===== config.mk =====
export PLATFORM = sky130hd
export DESIGN_NAME = rf_wb_arbiter
export DESIGN_NICKNAME = d
export VERILOG_FILES = /design/src/rtl/rf_wb_arbiter.sv
export SDC_FILE = /design/constraint.sdc
export NUM_CORES = 1
export LEC_CHECK = 0
export ABC_AREA = 1
export CORE_MARGIN = 2
export CORE_UTILIZATION = 35
export DETAILED_ROUTE_END_ITERATION = 16
export HOLD_SLACK_MARGIN = 0.06
export SETUP_SLACK_MARGIN = 0.02
export SLEW_MARGIN = 30
export SYNTH_ARGS = -nofsm -noshare
export SYNTH_HDL_FRONTEND = slang
export SYNTH_SLANG_ARGS = --single-unit
export TNS_END_PERCENT = 10

===== constraint.sdc =====
create_clock -name clk -period 2.68 [get_ports clk]
set_input_delay 0.268 -clock clk [delete_from_list [all_inputs] [get_ports clk]]
set_output_delay 0.268 -clock clk [all_outputs]
set_load 0.02 [all_outputs]

===== src/rtl/rf_wb_arbiter.sv =====
// Writeback arbiter for the 16x16 register file: serialises load and ALU results
// onto one registered write port, buffering ALU results in a small circular FIFO.
module rf_wb_arbiter #(
  parameter int FIFO_DEPTH = 2
) (
  input  logic                         clk,
  input  logic                         rst,
  input  logic                         alu_valid,
  input  logic [3:0]                   alu_rd,
  input  logic [15:0]                  alu_data,
  output logic                         alu_ready,
  input  logic                         mem_valid,
  input  logic [3:0]                   mem_rd,
  input  logic [15:0]                  mem_data,
  output logic                         write_en,
  output logic [3:0]                   wr_rd,
  output logic [15:0]                  wr_data,
  output logic [15:0]                  pending_mask,
  output logic [$clog2(FIFO_DEPTH):0]  fifo_count
);

  localparam int PW = $clog2(FIFO_DEPTH);
  localparam int CW = PW + 1;

  typedef enum logic [1:0] {SRC_NONE, SRC_MEM, SRC_FIFO, SRC_ALU} src_e;

  logic [3:0]            q_rd   [FIFO_DEPTH];
  logic [15:0]           q_data [FIFO_DEPTH];
  logic [FIFO_DEPTH-1:0] q_vld;
  logic [PW-1:0]         rd_ptr, wr_ptr;
  logic [CW-1:0]         count;

  src_e        src;
  logic        alu_take, mem_take, fifo_empty, push, pop;
  logic [3:0]  issue_rd;
  logic [15:0] issue_data;

  // Readiness looks only at the registered count, so a full FIFO never pushes on pop.
  assign alu_ready  = !rst && (count < CW'(FIFO_DEPTH));
  assign alu_take   = alu_valid && alu_ready && (alu_rd != 4'd0);
  assign mem_take   = mem_valid && (mem_rd != 4'd0);
  assign fifo_empty = (count == '0);
  assign fifo_count = count;

  // NOTE: every always_comb output gets a default first, so no path leaves it
  // unassigned and no latch is inferred.
  always_comb begin
    src        = SRC_NONE;
    issue_rd   = 4'd0;
    issue_data = 16'd0;
    if (mem_take) begin
      src        = SRC_MEM;
      issue_rd   = mem_rd;
      issue_data = mem_data;
    end else if (!fifo_empty) begin
      src        = SRC_FIFO;
      issue_rd   = q_rd[rd_ptr];
      issue_data = q_data[rd_ptr];
    end else if (alu_take) begin
      src        = SRC_ALU;
      issue_rd   = alu_rd;
      issue_data = alu_data;
    end
  end

  assign pop  = (src == SRC_FIFO);
  assign push = alu_take && (src != SRC_ALU);

  always_comb begin
    pending_mask = '0;
    for (int i = 0; i < FIFO_DEPTH; i++) begin
      if (q_vld[i]) pending_mask[q_rd[i]] = 1'b1;
    end
    pending_mask[0] = 1'b0;
  end

  // NOTE: sequential state uses non-blocking assignments so every register
  // samples pre-edge values regardless of statement order.
  always_ff @(posedge clk) begin
    if (rst) begin
      rd_ptr <= '0;
      wr_ptr <= '0;
      count  <= '0;
      q_vld  <= '0;
    end else begin
      if (push) begin
        wr_ptr        <= wr_ptr + PW'(1);
        q_vld[wr_ptr] <= 1'b1;
      end
      if (pop) begin
        rd_ptr        <= rd_ptr + PW'(1);
        q_vld[rd_ptr] <= 1'b0;
      end
      case ({push, pop})
        2'b10:   count <= count + CW'(1);
        2'b01:   count <= count - CW'(1);
        default: count <= count;
      endcase
    end
  end

  // NOTE: the storage array is not reset; the valid bits and count alone decide
  // which entries are live, so stale data is never observed.
  always_ff @(posedge clk) begin
    if (push) begin
      q_rd[wr_ptr]   <= alu_rd;
      q_data[wr_ptr] <= alu_data;
    end
  end

  // Write address/data hold their last value on idle cycles.
  always_ff @(posedge clk) begin
    if (rst) begin
      write_en <= 1'b0;
      wr_rd    <= 4'd0;
      wr_data  <= 16'd0;
    end else begin
      write_en <= (src != SRC_NONE);
      if (src != SRC_NONE) begin
        wr_rd   <= issue_rd;
        wr_data <= issue_data;
      end
    end
  end

endmodule


==> Yosys cells after proc, flatten, opt, wreduce, memory -nomap -nowiden <==
Memory sizes are Yosys's and may differ from the RTL's. A register that Yosys moved wholly into a read port is not among the register bits.
Index checks and enable logic that the tools add are counted.
{ "classes": {"magnitude_cmp": 9, "n_mux": 29, "addsub": 4, "bitwise_logic": 4, "eq_ne": 4, "reduce_logical": 15} }
{ "ops": {"columns": ["op", "count"], "rows": [
  ["16-bit 2-to-1 mux", 5],
  ["16-bit OR", 1],
  ["2-bit 2-to-1 mux", 6],
  ["4-bit 2-to-1 mux", 3],
  ["4-bit by 5-bit less-than comparator with 1-bit output (second input constant)", 2],
  ["1-bit 2-to-1 mux", 10],
  ["1-bit logical AND", 9],
  ["1-bit demux with 4-bit select", 2],
  ["4-bit by 1-bit >= comparator with 1-bit output (second input constant)", 2],
  ["4-bit nonzero test", 2],
  ["2-bit equality test (second input constant)", 2],
  ["1-bit by 2-bit less-than comparator with 1-bit output (second input constant)", 2],
  ["2-bit case mux with 2 select lines", 1],
  ["2-bit nonzero test", 2],
  ["1-bit adder (second input constant)", 2],
  ["2-bit by 1-bit adder with 2-bit output (second input constant)", 1],
  ["2-bit AND", 1],
  ["1-bit demux with 1-bit select", 2],
  ["2-bit by 1-bit equality test with 1-bit output (second input constant)", 1],
  ["1-bit >= comparator (second input constant)", 2],
  ["2-bit zero test", 1],
  ["2-bit less-than comparator (second input constant)", 1],
  ["2-bit != test (second input constant)", 1],
  ["2-bit inverter", 1],
  ["3 further kinds", 3]
]} }
{ "word_totals": {"ramBits": 40, "inputBits": 44, "out_inout_bits": 40, "n_memories": 2, "regBits": 27} }
{ "memory_table": {"columns": ["name", "depth", "word_bits", "rd", "rd_ports_with_merged_regs", "wr", "line", "text"], "rows": [
  ["q_data", 2, 16, 1, 1, 1, "28", "logic [15:0] q_data [FIFO_DEPTH];"],
  ["q_rd", 2, 4, 3, 1, 1, "27", "logic [3:0] q_rd [FIFO_DEPTH];"]
]} }

==> Depth between registers and ports, before layout <==
{ "depth": {"word_depth": 13, "mapped_depth": 11, "ltp_nobuf": 11} }

==> Worst setup path after synthesis <==
OpenSTA, ideal clock, no wires.
{ "synth_timing": {"path_type": "flip-flop to flip-flop", "from": "register count[1], in the netlist fifo_count[1]", "to": "memory q_data[1][0], enable pin", "path_buffers": 0, "arrival_time_ns": 1.483, "stages_incl_launch_ff": 7, "synth_period_minus_slack_ns": 1.858, "setup_slack_ns": 0.822, "t_required_ns": 2.304, "cell_sequence": "dfxtp_1 > inv_1 > nand2_1 > inv_2 > a21oi_2 > nand2_1 > inv_1"} }
{ "synth_between": {"elab_chain_len": 11, "elab_cells_between_ends": 12, "classes_between": "order compare: 1; eq/ne: 1; mux: 5; reduce/logical: 5"} }
{ "synth_rtl": {"columns": ["element", "line", "text"], "rows": [
  ["start: declaration", "31", "logic [CW-1:0] count;"],
  ["start signal: assignment", "95", "2'b10: count <= count + CW'(1);"],
  ["start signal: assignment", "96", "2'b01: count <= count - CW'(1);"],
  ["start signal: assignment", "97", "default: count <= count;"],
  ["2-bit less-than comparator", "39", "assign alu_ready = !rst && (count < CW'(FIFO_DEPTH));"],
  ["1-bit logical AND", "39", null],
  ["1-bit logical AND (2 in a row)", "40", "assign alu_take = alu_valid && alu_ready && (alu_rd != 4'd0);"],
  ["2-bit 2-to-1 mux", "59", "end else if (alu_take) begin"],
  ["2-bit 2-to-1 mux", "55", "end else if (!fifo_empty) begin"],
  ["2-bit 2-to-1 mux", "51", "if (mem_take) begin"],
  ["2-bit != test", "67", "assign push = alu_take && (src != SRC_ALU);"],
  ["1-bit logical AND *", "67", null],
  ["1-bit 2-to-1 mux *", "105", "if (push) begin"],
  ["1-bit 2-to-1 mux (not written as such) *", "107", "q_data[wr_ptr] <= alu_data;"],
  ["end: declaration", "28", null]
]} }
Mark *: on every way between the ends. The rest lies on a longest branch, timed or not.

==> qor.txt <==
Status -> finished clean
Met3 GRT Util -> 2.12%
Max Clock Freq -> 0.424 GHz
Syn avg cell area -> 8.41 µm²
RSZ-0062 raised after global routing -> no
Switching share of power -> 32.4%
Via count -> 2891
Leak -> 1.83 nW
Critical path peak fanout -> 4
GRT overflow -> 0
Synth Instances -> 403
Top-count cell post-synth -> nand2_1
Share of cells above drive strength 1 -> 13.9%
Delay of the slowest cell on the worst path -> 630 ps
H-tree lvl count -> 3
Clock tree buffer depth -> 2
Residual DRC -> 0
Synth Register Bits -> 68
Number of global-route vias before repair -> 2857
Fin crit share -> 88.0%
CP arrival -> 2090 ps
Tot GR Track Use -> 17.9%
Setup bufs post-CTS -> 0
DRT antenna net count -> 0
Slowest-stage cell, CP -> clkdlybuf4s50_1
Met2 Resource Use GR -> 29.6%
Final Skew -> 5.76 ps
Synthesized Nets -> 448
Die Wd -> 102 µm
Via density -> 4.63
Std cell rows -> 35
Clk_lat worst skew -> 340 ps
Post-Syn Area -> 3390 µm²
Hold WC Path Type -> reg2reg
Initial Utilization -> 36.3%
Setup violators final -> 0
Most used DFF post-synth -> edfxtp_1
YS warnings -> 0
Psw -> 0.970 mW
# hold bufs at CTS -> 0
Synth unique cells -> 31
Die Y -> 102 µm
Initial antenna violation count -> 0
Critical setup path kind -> reg2out
First-pass GRT wire length -> 14200 µm
Int Power -> 2.02 mW
Worst path required time -> 2410 ps
CTS tree -> yes
Gpl congestion -> 0.902
Core box area -> 9330 µm²
Met1 global-route usage -> 24.0%
Pwr Density -> 660 nW/µm²
Worst vdd ir -> 0.359 mV
Io pins -> 84
CP top delay family -> buffers and inverters
CP Buf/Inv Count -> 2
Area leader, netlist -> edfxtp_1
Post-synth EDFFs -> 40
Slew @ Worst Pin -> 764 ps
Ant diodes -> 0
Place WS -> 381 ps
Clock share of power -> 27.5%
CTS Buf Count -> 9
Clk slew on worst S/H paths -> 70 ps
Fin crit period -> 2360 ps
Logic gate share of total power -> 29.4%
Setup WS post-layout -> 321 ps
Full die area -> 10500 µm²
Reg power frac -> 43.1%
I/O Buffers -> 82
1st-iter DRT viols -> 165
Layout Nets -> 535
Pre-antenna DRT Iters -> 4
Worst setup SP type -> register
CTS Sinks -> 68
Area contributors post-synth -> edfxtp_1, dfxtp_1, nand2_1, nor2_1, o21ai_0
Top cell type's share of synthesized area -> 35.5%
Global route hottest layer -> met2
Area grow syn2layout -> 33.8%
DRT Wirelength -> 8810 µm
Routed WL per cell -> 14.1 µm
Max-slew headroom -> 49.0%
Hpwl dp -> 6560 µm
Critical path endpoint category -> primary output
Fraction of registers with async set/reset -> 0%
Cell Chain, Critical Path -> inv_1, nor3_1, nand2_1, o21ai_0, clkdlybuf4s50_1
Max Cap Viol -> 0
Final hold violation count -> 0
TNS Setup -> 0 ps
Max Transition Viols Final -> 0
Post-CTS sizing -> 0
Most frequent cells after synthesis -> nand2_1, nor2_1, edfxtp_1, inv_1, o21ai_0
CTS root buf -> clkbuf_8
Sequential fraction of the synthesis area -> 52.0%
Largest net degree at the start of global routing -> 23
[layer usage]
| layer | wire [µm] | share of wire, % | vias up |
|---|---|---|---|
| met4 | 176 | 2.0 | 0 |
| met1 | 4060 | 46 | 1300 |
| met2 | 4160 | 47 | 83 |
| met3 | 406 | 4.6 | 16 |
| met5 | 0 | 0 | - |
| li1 | - | - | 1492 |
[sequential cells by signal (all words and copies together) (netlist names), named ones only]
signal and count:
fifo_count 2, q_data 32, q_rd 8, q_vld 2, rd_ptr 1, wr_data 16
wr_ptr 1, wr_rd 4, write_en 1
[placed cells by master, fill, tap and decap left out]
| master | n |
|---|---|
| conb_1 | 1 |
| o31ai_1 | 3 |
| nor2_4 | 2 |
| clkdlybuf4s50_1 | 82 |
| clkinvlp_4 | 1 |
| o21ai_1 | 11 |
| edfxtp_1 | 40 |
| dfxtp_1 | 28 |
| nor2_2 | 2 |
| clkbuf_8 | 10 |
| nand3_4 | 1 |
| clkbuf_1 | 1 |
| clkinv_2 | 2 |
| a21oi_1 | 6 |
| nand4_1 | 10 |
| buf_4 | 10 |
| a32o_1 | 1 |
| ha_1 | 1 |
| o21ai_2 | 9 |
| nand3_1 | 19 |
| inv_2 | 4 |
| nor3_1 | 3 |
| or2_2 | 19 |
| nand2_4 | 5 |
| nand2_2 | 2 |
| clkinv_1 | 1 |
| bufinv_16 | 1 |
| nor2_1 | 52 |
| o21ai_0 | 36 |
| a21oi_2 | 1 |
| inv_1 | 39 |
| xor2_1 | 1 |
| nand2_1 | 91 |
[stage by stage]
stage	util, %	instances	instance area (µm²)	hold slack, ps	power [mW]
global placement	46.5	608	4340	446	2.18
finish	48.6	624	4530	465	2.99
CTS	48.6	624	4530	474	3.01
floorplan	-	403	3390	340	1.84
detailed placement	46.5	608	4340	455	2.19
global route	48.6	624	4530	491	3.16
[area by class of cell]
class / count / area, µm²
sequential: 68 / 1760
clock buffer: 11 / 141
timing repair buffer: 92 / 896
multi-input combinational: 276 / 1360
fill: 913 / 4790
inverter: 43 / 161
clock inverter: 5 / 51.3
tap: 129 / 161
[path summary, 6_finish.rpt]
path / start / endpoint / slack [ps] / depth (start not counted)
setup / recovery: q_rd[0][3]$_DFFE_PP_ / pending_mask[14] / 320 / 5
hold / removal: wr_data[14]$_SDFFE_PP0P_ / wr_data[14]$_SDFFE_PP0P_ / 470 / 2
setup reg to reg: fifo_count[0]$_SDFFE_PP0P_ / fifo_count[1]$_SDFFE_PP0P_ / 570 / 11
hold reg to reg: wr_data[14]$_SDFFE_PP0P_ / wr_data[14]$_SDFFE_PP0P_ / 470 / 2
[tightest hold or removal path: stages (launching register included)]
cell	delay [ps]
dfxtp_1	330
nand2_1	60
o21ai_2	50
[logic make-up after synthesis]
group                      Yosys count  share of synthesized area, %
adders and majority gates            1                         0.369
other                                1                         0.111
xor gates and xnor gates             1                         0.259
and+or+nand+nor                    206                          28.0
AOI/OAI and AO/OA                   67                          11.4
DFF                                 68                          52.0
buffers and inverters               59                          7.87
[power groups by stage]
stage          clock network, mW  registers (mW)  logic [mW]
6_report                   0.823            1.29       0.878
5_1_grt                    0.877            1.30       0.975
4_1_cts                    0.838            1.29       0.882
3_5_place_dp                   0            1.31       0.877
3_3_place_gp                   0            1.31       0.870
2_1_floorplan                  0            1.37       0.474
Note: power is estimated with default switching activity, not from simulation.
